--- src/rtl/axi4_pkg.sv ---
// AXI4 encodings and bridge FSM state shared by the SRAM-to-AXI4 master bridge.
// Single-beat transfers only; SIZE is derived from the data width.
package axi4_pkg;

   localparam logic [1:0] BURST_FIXED = 2'b00;
   localparam logic [1:0] BURST_INCR  = 2'b01;
   localparam logic [1:0] BURST_WRAP  = 2'b10;

   localparam logic [1:0] RESP_OKAY   = 2'b00;
   localparam logic [1:0] RESP_EXOKAY = 2'b01;
   localparam logic [1:0] RESP_SLVERR = 2'b10;
   localparam logic [1:0] RESP_DECERR = 2'b11;

   typedef enum logic [2:0] {
      ST_IDLE,
      ST_WR,
      ST_WR_RESP,
      ST_RD_ADDR,
      ST_RD_DATA,
      ST_ACK
   } bridge_state_t;

   function automatic logic [2:0] axsize(input int unsigned data_width);
      return 3'($clog2(data_width / 8));
   endfunction

endpackage

--- src/rtl/generic_sram_axi4_master_bridge.sv ---
// Turns a held SRAM-style request into one single-beat AXI4 read or write; 4 cycles req->ack
// with a zero-wait slave. Slave stalls hold the FSM; requests arriving while busy are ignored.
module generic_sram_axi4_master_bridge
   import axi4_pkg::*;
#(
   parameter int                           MEM_ADDR_BITS     = 10,
   parameter int                           AXI_ADDRESS_WIDTH = 32,
   parameter int                           AXI_DATA_WIDTH    = 32,
   parameter int                           AXI_ID_WIDTH      = 4,
   parameter int                           AXI_ID            = 0,
   parameter logic [AXI_ADDRESS_WIDTH-1:0] BASE_ADDR         = '0
) (
   input  logic                           clk,
   input  logic                           rst_n,

   input  logic                           sram_req,
   input  logic                           sram_write_en,
   input  logic [MEM_ADDR_BITS-1:0]       sram_addr,
   input  logic [AXI_DATA_WIDTH-1:0]      sram_write_data,
   input  logic [AXI_DATA_WIDTH/8-1:0]    sram_byte_en,
   output logic [AXI_DATA_WIDTH-1:0]      sram_read_data,
   output logic                           sram_ack,
   output logic                           sram_err,

   output logic [AXI_ADDRESS_WIDTH-1:0]   AWADDR,
   output logic [AXI_ID_WIDTH-1:0]        AWID,
   output logic [7:0]                     AWLEN,
   output logic [2:0]                     AWSIZE,
   output logic [1:0]                     AWBURST,
   output logic                           AWVALID,
   input  logic                           AWREADY,

   output logic [AXI_DATA_WIDTH-1:0]      WDATA,
   output logic [AXI_DATA_WIDTH/8-1:0]    WSTRB,
   output logic                           WLAST,
   output logic                           WVALID,
   input  logic                           WREADY,

   input  logic [AXI_ID_WIDTH-1:0]        BID,
   input  logic [1:0]                     BRESP,
   input  logic                           BVALID,
   output logic                           BREADY,

   output logic [AXI_ADDRESS_WIDTH-1:0]   ARADDR,
   output logic [AXI_ID_WIDTH-1:0]        ARID,
   output logic [7:0]                     ARLEN,
   output logic [2:0]                     ARSIZE,
   output logic [1:0]                     ARBURST,
   output logic                           ARVALID,
   input  logic                           ARREADY,

   input  logic [AXI_DATA_WIDTH-1:0]      RDATA,
   input  logic [AXI_ID_WIDTH-1:0]        RID,
   input  logic [1:0]                     RRESP,
   input  logic                           RLAST,
   input  logic                           RVALID,
   output logic                           RREADY
);

   localparam int         STRB_W = AXI_DATA_WIDTH / 8;
   localparam logic [2:0] C_SIZE = axsize(AXI_DATA_WIDTH);

   bridge_state_t                  r_state;
   logic [AXI_ADDRESS_WIDTH-1:0]   r_addr;
   logic [AXI_DATA_WIDTH-1:0]      r_wdata;
   logic [STRB_W-1:0]              r_wstrb;
   logic [AXI_DATA_WIDTH-1:0]      r_rdata;
   logic                           r_awvalid;
   logic                           r_wvalid;
   logic                           r_bready;
   logic                           r_arvalid;
   logic                           r_rready;
   logic                           r_ack;
   logic                           r_err;

   logic [AXI_ADDRESS_WIDTH-1:0]   w_xlat_addr;
   logic                           w_aw_done;
   logic                           w_w_done;
   logic                           w_unused_ids;

   // Word address scaled to bytes; the sum wraps naturally at the AXI address width.
   assign w_xlat_addr  = BASE_ADDR + (AXI_ADDRESS_WIDTH'(sram_addr) << C_SIZE);
   assign w_aw_done    = !r_awvalid || AWREADY;
   assign w_w_done     = !r_wvalid  || WREADY;
   assign w_unused_ids = ^{BID, RID};

   always_ff @(posedge clk) begin
      if (!rst_n) begin
         r_state   <= ST_IDLE;
         r_addr    <= '0;
         r_wdata   <= '0;
         r_wstrb   <= '0;
         r_rdata   <= '0;
         r_awvalid <= 1'b0;
         r_wvalid  <= 1'b0;
         r_bready  <= 1'b0;
         r_arvalid <= 1'b0;
         r_rready  <= 1'b0;
         r_ack     <= 1'b0;
         r_err     <= 1'b0;
      end else begin
         r_ack <= 1'b0;
         case (r_state)
            ST_IDLE: begin
               if (sram_req) begin
                  r_addr  <= w_xlat_addr;
                  r_wdata <= sram_write_data;
                  r_wstrb <= sram_byte_en;
                  r_err   <= 1'b0;
                  if (sram_write_en) begin
                     r_awvalid <= 1'b1;
                     r_wvalid  <= 1'b1;
                     r_state   <= ST_WR;
                  end else begin
                     r_arvalid <= 1'b1;
                     r_state   <= ST_RD_ADDR;
                  end
               end
            end
            ST_WR: begin
               // AW and W retire independently; leave once neither is still pending.
               if (AWREADY) r_awvalid <= 1'b0;
               if (WREADY)  r_wvalid  <= 1'b0;
               if (w_aw_done && w_w_done) begin
                  r_bready <= 1'b1;
                  r_state  <= ST_WR_RESP;
               end
            end
            ST_WR_RESP: begin
               if (BVALID) begin
                  r_bready <= 1'b0;
                  r_err    <= (BRESP != RESP_OKAY);
                  r_ack    <= 1'b1;
                  r_state  <= ST_ACK;
               end
            end
            ST_RD_ADDR: begin
               if (ARREADY) begin
                  r_arvalid <= 1'b0;
                  r_rready  <= 1'b1;
                  r_state   <= ST_RD_DATA;
               end
            end
            ST_RD_DATA: begin
               if (RVALID) begin
                  r_rready <= 1'b0;
                  r_rdata  <= RDATA;
                  r_err    <= (RRESP != RESP_OKAY) || !RLAST;
                  r_ack    <= 1'b1;
                  r_state  <= ST_ACK;
               end
            end
            ST_ACK: begin
               r_err   <= 1'b0;
               r_state <= ST_IDLE;
            end
            default: r_state <= ST_IDLE;
         endcase
      end
   end

   assign sram_read_data = r_rdata;
   assign sram_ack       = r_ack;
   assign sram_err       = r_err;

   assign AWADDR  = r_addr;
   assign AWID    = AXI_ID_WIDTH'(AXI_ID);
   assign AWLEN   = 8'd0;
   assign AWSIZE  = C_SIZE;
   assign AWBURST = BURST_INCR;
   assign AWVALID = r_awvalid;

   assign WDATA   = r_wdata;
   assign WSTRB   = r_wstrb;
   assign WLAST   = 1'b1;
   assign WVALID  = r_wvalid;

   assign BREADY  = r_bready;

   assign ARADDR  = r_addr;
   assign ARID    = AXI_ID_WIDTH'(AXI_ID);
   assign ARLEN   = 8'd0;
   assign ARSIZE  = C_SIZE;
   assign ARBURST = BURST_INCR;
   assign ARVALID = r_arvalid;

   assign RREADY  = r_rready;

endmodule

--- config.mk ---
export PLATFORM = sky130hd
export DESIGN_NAME = generic_sram_axi4_master_bridge
export DESIGN_NICKNAME = d
export VERILOG_FILES = /design/src/rtl/axi4_pkg.sv /design/src/rtl/generic_sram_axi4_master_bridge.sv
export SDC_FILE = /design/constraint.sdc
export NUM_CORES = 1
export LEC_CHECK = 0
export CAP_MARGIN = 0
export CORE_MARGIN = 1.5
export CORE_UTILIZATION = 39
export DETAILED_ROUTE_END_ITERATION = 16
export PLACE_DENSITY = 0.9
export SLEW_MARGIN = 20
export SYNTH_ARGS = -nofsm -noshare
export SYNTH_HDL_FRONTEND = slang
export SYNTH_SLANG_ARGS = --single-unit
--- constraint.sdc ---
create_clock -name clk -period 2.2 [get_ports clk]
set_clock_uncertainty 0.15 [all_clocks]
set_input_delay 0.44 -clock clk [delete_from_list [all_inputs] [get_ports clk]]
set_output_delay 0.44 -clock clk [all_outputs]
set_load 0.005 [all_outputs]
**Word level (Yosys, flattened, before mapping)**

Index checks and enable logic that the tools add are counted.
W data, S select, Z words.

- Eq/ne operators: 14
- Muxes and demuxes: 30
- Reduce and logical (&&, ||, !) cells: 24

Operator list:

| kind | count |
|---|---|
| $ne A2 B2 Y1 const B | 9 |
| $mux W1 | 16 |
| $reduce_and A4 Y1 | 4 |
| $mux W3 | 5 |
| $pmux W3 S5 | 1 |
| $pmux W1 S2 | 6 |
| $reduce_bool A2 Y1 | 6 |
| $eq A3 B2 Y1 const B | 2 |
| $eq A3 B3 Y1 const B | 2 |
| $reduce_and A3 Y1 | 2 |
| $reduce_and A5 Y1 | 1 |
| $pmux W1 S4 | 1 |
| $reduce_and A2 Y1 | 2 |
| $reduce_bool A4 Y1 | 1 |
| $eq A3 B1 Y1 const B | 1 |
| $logic_not A1 Y1 | 3 |
| $logic_not A3 Y1 | 1 |
| $logic_or A1 B1 Y1 | 3 |
| $mux W2 | 1 |
| $logic_and A1 B1 Y1 | 1 |

- Register bits: 88
- Input bits: 100
- Output and inout port bits: 174
- Word-level logic and storage cells: 80

**Logic depth before layout (Yosys ltp)**

- Depth in word-level cells: 5
- Gate-level depth with buffers: 7

**Least setup slack after synthesis**

Ideal clock, no wire load.

- Kind: input port to flip-flop
- Start: input port RVALID
- End: register r_rdata[2], in the netlist sram_read_data[2]
- Setup time: 116 ps
- Data arrival time: 1184 ps
- Setup slack: 750 ps
- Stages: 6
- Path buffers: 2
- Cell sequence: nand2_1 -> or3_1 -> buf_2 -> buf_6 -> nand2_1 -> a21boi_1

- Longest elaborated chain between the ends: 1

RTL lines:

| element | line | source |
|---|---|---|
| from (decl) | generic_sram_axi4_master_bridge.sv:56 | `input logic RVALID,` |
| $reduce_and A2 Y1 (no source line) | -- |  |
| to (signal assigned) | generic_sram_axi4_master_bridge.sv:93 | `r_rdata <= '0;` |
| to (signal assigned) | generic_sram_axi4_master_bridge.sv:147 | `r_rdata <= RDATA;` |
| to (decl) | generic_sram_axi4_master_bridge.sv:67 | `logic [AXI_DATA_WIDTH-1:0] r_rdata;` |

Every way passes these cells.
A chain may end at the register's enable or synchronous reset.

**Worst setup path after layout**

- Start: register r_state[0]
- End: register r_wdata[2], in the netlist WDATA[2]

- Longest elaborated chain between the ends: 2

RTL lines:

| element | line | source |
|---|---|---|
| from (decl) | generic_sram_axi4_master_bridge.sv:63 | `bridge_state_t r_state;` |
| from (signal assigned) | generic_sram_axi4_master_bridge.sv:89 | `r_state <= ST_IDLE;` |
| from (signal assigned) | generic_sram_axi4_master_bridge.sv:113 | `r_state <= ST_WR;` |
| from (signal assigned) | generic_sram_axi4_master_bridge.sv:116 | `r_state <= ST_RD_ADDR;` |
| $logic_not A3 Y1 | generic_sram_axi4_master_bridge.sv:103 | `case (r_state)` |
| $reduce_and A2 Y1 (no source line) | -- |  |
| to (signal assigned) | generic_sram_axi4_master_bridge.sv:107 | `r_wdata <= sram_write_data;` |
| to (decl) | generic_sram_axi4_master_bridge.sv:65 | `logic [AXI_DATA_WIDTH-1:0] r_wdata;` |

Every way passes these cells.

==> impl_metrics.yaml <==
logic_synthesis:
  async_reset_ff_frac: 0
  synth_seq_cells: 88
  synth_area_leader_cell: "dfxtp_1"
  synth_area_leaders: "dfxtp_1, buf_4, nand2_1"
  synth_cells: 498
  synth_top_flop_cell: "dfxtp_1"
  synth_top_area_frac: 0.4217
  ys_types: 35
  synth-seq-area-share: 0.4217
  synth_common_cells: "nand2_1, buf_4, dfxtp_1, a21boi_1, a21boi_0"
  syn_avg_cell_area_um2: 8.389
  synth_most_common_cell: "nand2_1"
  syn_area_mm2: 0.004178
  yosys_warnings: 0
  synth_edf_count: 0
placed_design:
  dpl.hpwl_um: 7551
  gp_congestion: 0.8630
  io_buffers: 186
timing:
  tns_ns: 0
  min_period_over_period: 0.8692
  tightest_slew_ns: 0.7008
  fmax_mhz: 522.9
  report.final.setup_viol: 0
  report.final.slew_viol_count: 0
  final.min_clock_period_ns: 1.912
  slew_headroom: 0.5322
  hold_viol_final: 0
  rsz0062_at_grt: "false"
power_and_ir_drop:
  power.density_mw_per_mm2: 662.7
  leakage_nw: 2.261
  totalPowerFinal_mw: 3.928
  ir_drop_v: 0.0003425
layout:
  fillers: 936
  final_nets: 761
  n_antenna_cell: 0
  area_delta_synth_final_pct: 41.87
  regArea_mm2: 0.001762
  drive_gt1_frac: 0.04354
  multiInputGateArea_mm2: 0.001839
clocking:
  clk_pin_slew_ns: 0.09
  cts.path.max_buffers: 2
  htreeDepth: 3
  cts_setup_buffers: 0
  clock_sinks: 88
  numCtsBuffers: 9
  post_cts_resized: 0
  tritoncts: "built"
  cts_root_buf: "clkbuf_8"
  clk-insertion-delay-late_ns: 0.34
  hold_buffers: 0
global_route:
  grt_pass1_vias: 3291
  grtUsageMet3: 0.03985
  grt_usage: 0.1701
  use_met2: 0.3171
  grt_pass1_wl_um: 15710
  busiest_layer: "met2"
  antenna_found_initial: 0
  use_met1: 0.1899
  grt_max_degree: 90
  overflow: 0
routing:
  first_pass_iters: 4
  route.detailed.drc: 0
  drt-wirelength-per-cell_um: 12.82
  vias: 3635
  wirelength_um: 10280
  antenna_left: 0
  vias_per_cell: 4.532
  drt_iter0_markers: 169
critical_path:
  endpoint: "WDATA[2]"
  worstSetupStartpointType: "register"
  reg2reg_depth: 5
  timing.rr.end: "WDATA[2]"
  path_cells: "nor2_1, nand3b_1, buf_4, nand2_1, a21boi_0"
  r2r_slack_ns: 0.29
  critPathCaptureType: "register"
  crit_fanout: 35
  crit_start: "r_state[0]"
  worst_path_max_delay_cell: "dfxtp_1"
  crit_type: "reg -> reg"
  reg2reg_from: "r_state[0]"
  required_ns: 2.32
  crit_arrival_ns: 2.03
  critPathMaxStageDelay_ns: 0.74
floorplan:
  die_x_um: 106.5
  core-area_mm2: 0.01037
  die_h_um: 106.5
  pin_count: 274
  dieArea_mm2: 0.01134
  num_rows: 37
  start_util: 0.4029
status:
  status: "finished, final reports clean"
flow_run:
  maxCapViolations: 0
hold_path:
  hold_path_class: "reg -> reg"
## routing by layer
| metal | vias up | part of all wire |
|---|---|---|
| li1 | 1759 | - |
| met1 | 1708 | 0.38 |
| met2 | 156 | 0.53 |
| met3 | 12 | 0.074 |
| met4 | 0 | 0.014 |
| met5 | - | 0 |
## how the worst min path moves through the flow
stage | cells after the start | startpoint | to | slack (ns)
3_5_place_dp | 2 | sram_err | sram_err | 0.30
6_report | 2 | sram_read_data[20] | sram_read_data[20] | 0.31
3_3_place_gp | 2 | sram_read_data[20] | sram_read_data[20] | 0.29
2_1_floorplan | 2 | sram_err | sram_err | 0.29
4_1_cts | 2 | sram_read_data[20] | sram_read_data[20] | 0.31
5_1_grt | 2 | WDATA[12] | WDATA[12] | 0.33
## metrics by stage
step             util  cells  instance area, µm²  hold WS [ns]  setup slack, ns
2_1_floorplan       -    575                4467        0.2947           0.7500
3_3_place_gp   0.5541    786                5746        0.2904           0.1892
3_5_place_dp   0.5541    786                5746        0.2963           0.1423
4_1_cts        0.5715    802                5927        0.3114           0.2781
5_1_grt        0.5715    802                5927        0.3307           0.1155
6_report       0.5715    802                5927        0.3068           0.2878
## cells by family after synthesis
kind of cell / count (synthesis) / share of synthesized area
AOI/OAI and AO/OA: 97 / 0.1713
buffers and inverters: 120 / 0.2087
muxes: 3 / 0.007188
and+or+nand+nor: 188 / 0.1893
other: 2 / 0.001798
DFF: 88 / 0.4217
## where the power goes
group / switching [mW] / internal (mW) / total, mW / leakage (nW)
registers: 0.129 / 1.74 / 1.87 / 0.717
logic: 0.436 / 0.596 / 1.03 / 1.45
clock network: 0.583 / 0.446 / 1.03 / 0.0926
## cell type report
cell class,instances,area share
clock buffers,10,0.02322
clock inverters,6,0.007389
multi-input cells,367,0.3103
flip-flops and latches,88,0.2972
well taps,136,0.02871
repair buffers,195,0.3331
## flip-flops by register name, summed over array words and instances (netlist names)
name            flops
WSTRB               4
ARVALID             1
sram_read_data     32
sram_ack            1
RREADY              1
ARADDR             10
sram_err            1
WVALID              1
r_state             3
AWVALID             1
WDATA              32
BREADY              1
## layout by cell type, fill, tap and decap left out, types with 3 or more instances in the layout
cell             netlist  final
clkdlybuf4s50_1        0    185
nand2_1              162    162
dfxtp_1               88     88
conb_1                 2     79
a21boi_1              60     60
a21boi_0              20     20
clkbuf_8               0     10
nand2b_1               5      5
buf_4                 93      5
nor2_1                 4      4
o21ai_0                4      4
buf_12                 0      4
mux2i_1                3      3
a31oi_1                3      3
## critical path: cells and delay by family (launching register included)
| family | cells | cell delay, ns |
|---|---|---|
| AOI/OAI and AO/OA | 1 | 0.18 |
| buffers and inverters | 1 | 0.36 |
| DFF | 1 | 0.74 |
| and+or+nand+nor | 3 | 0.38 |
Power figures use the tool's default switching activity.
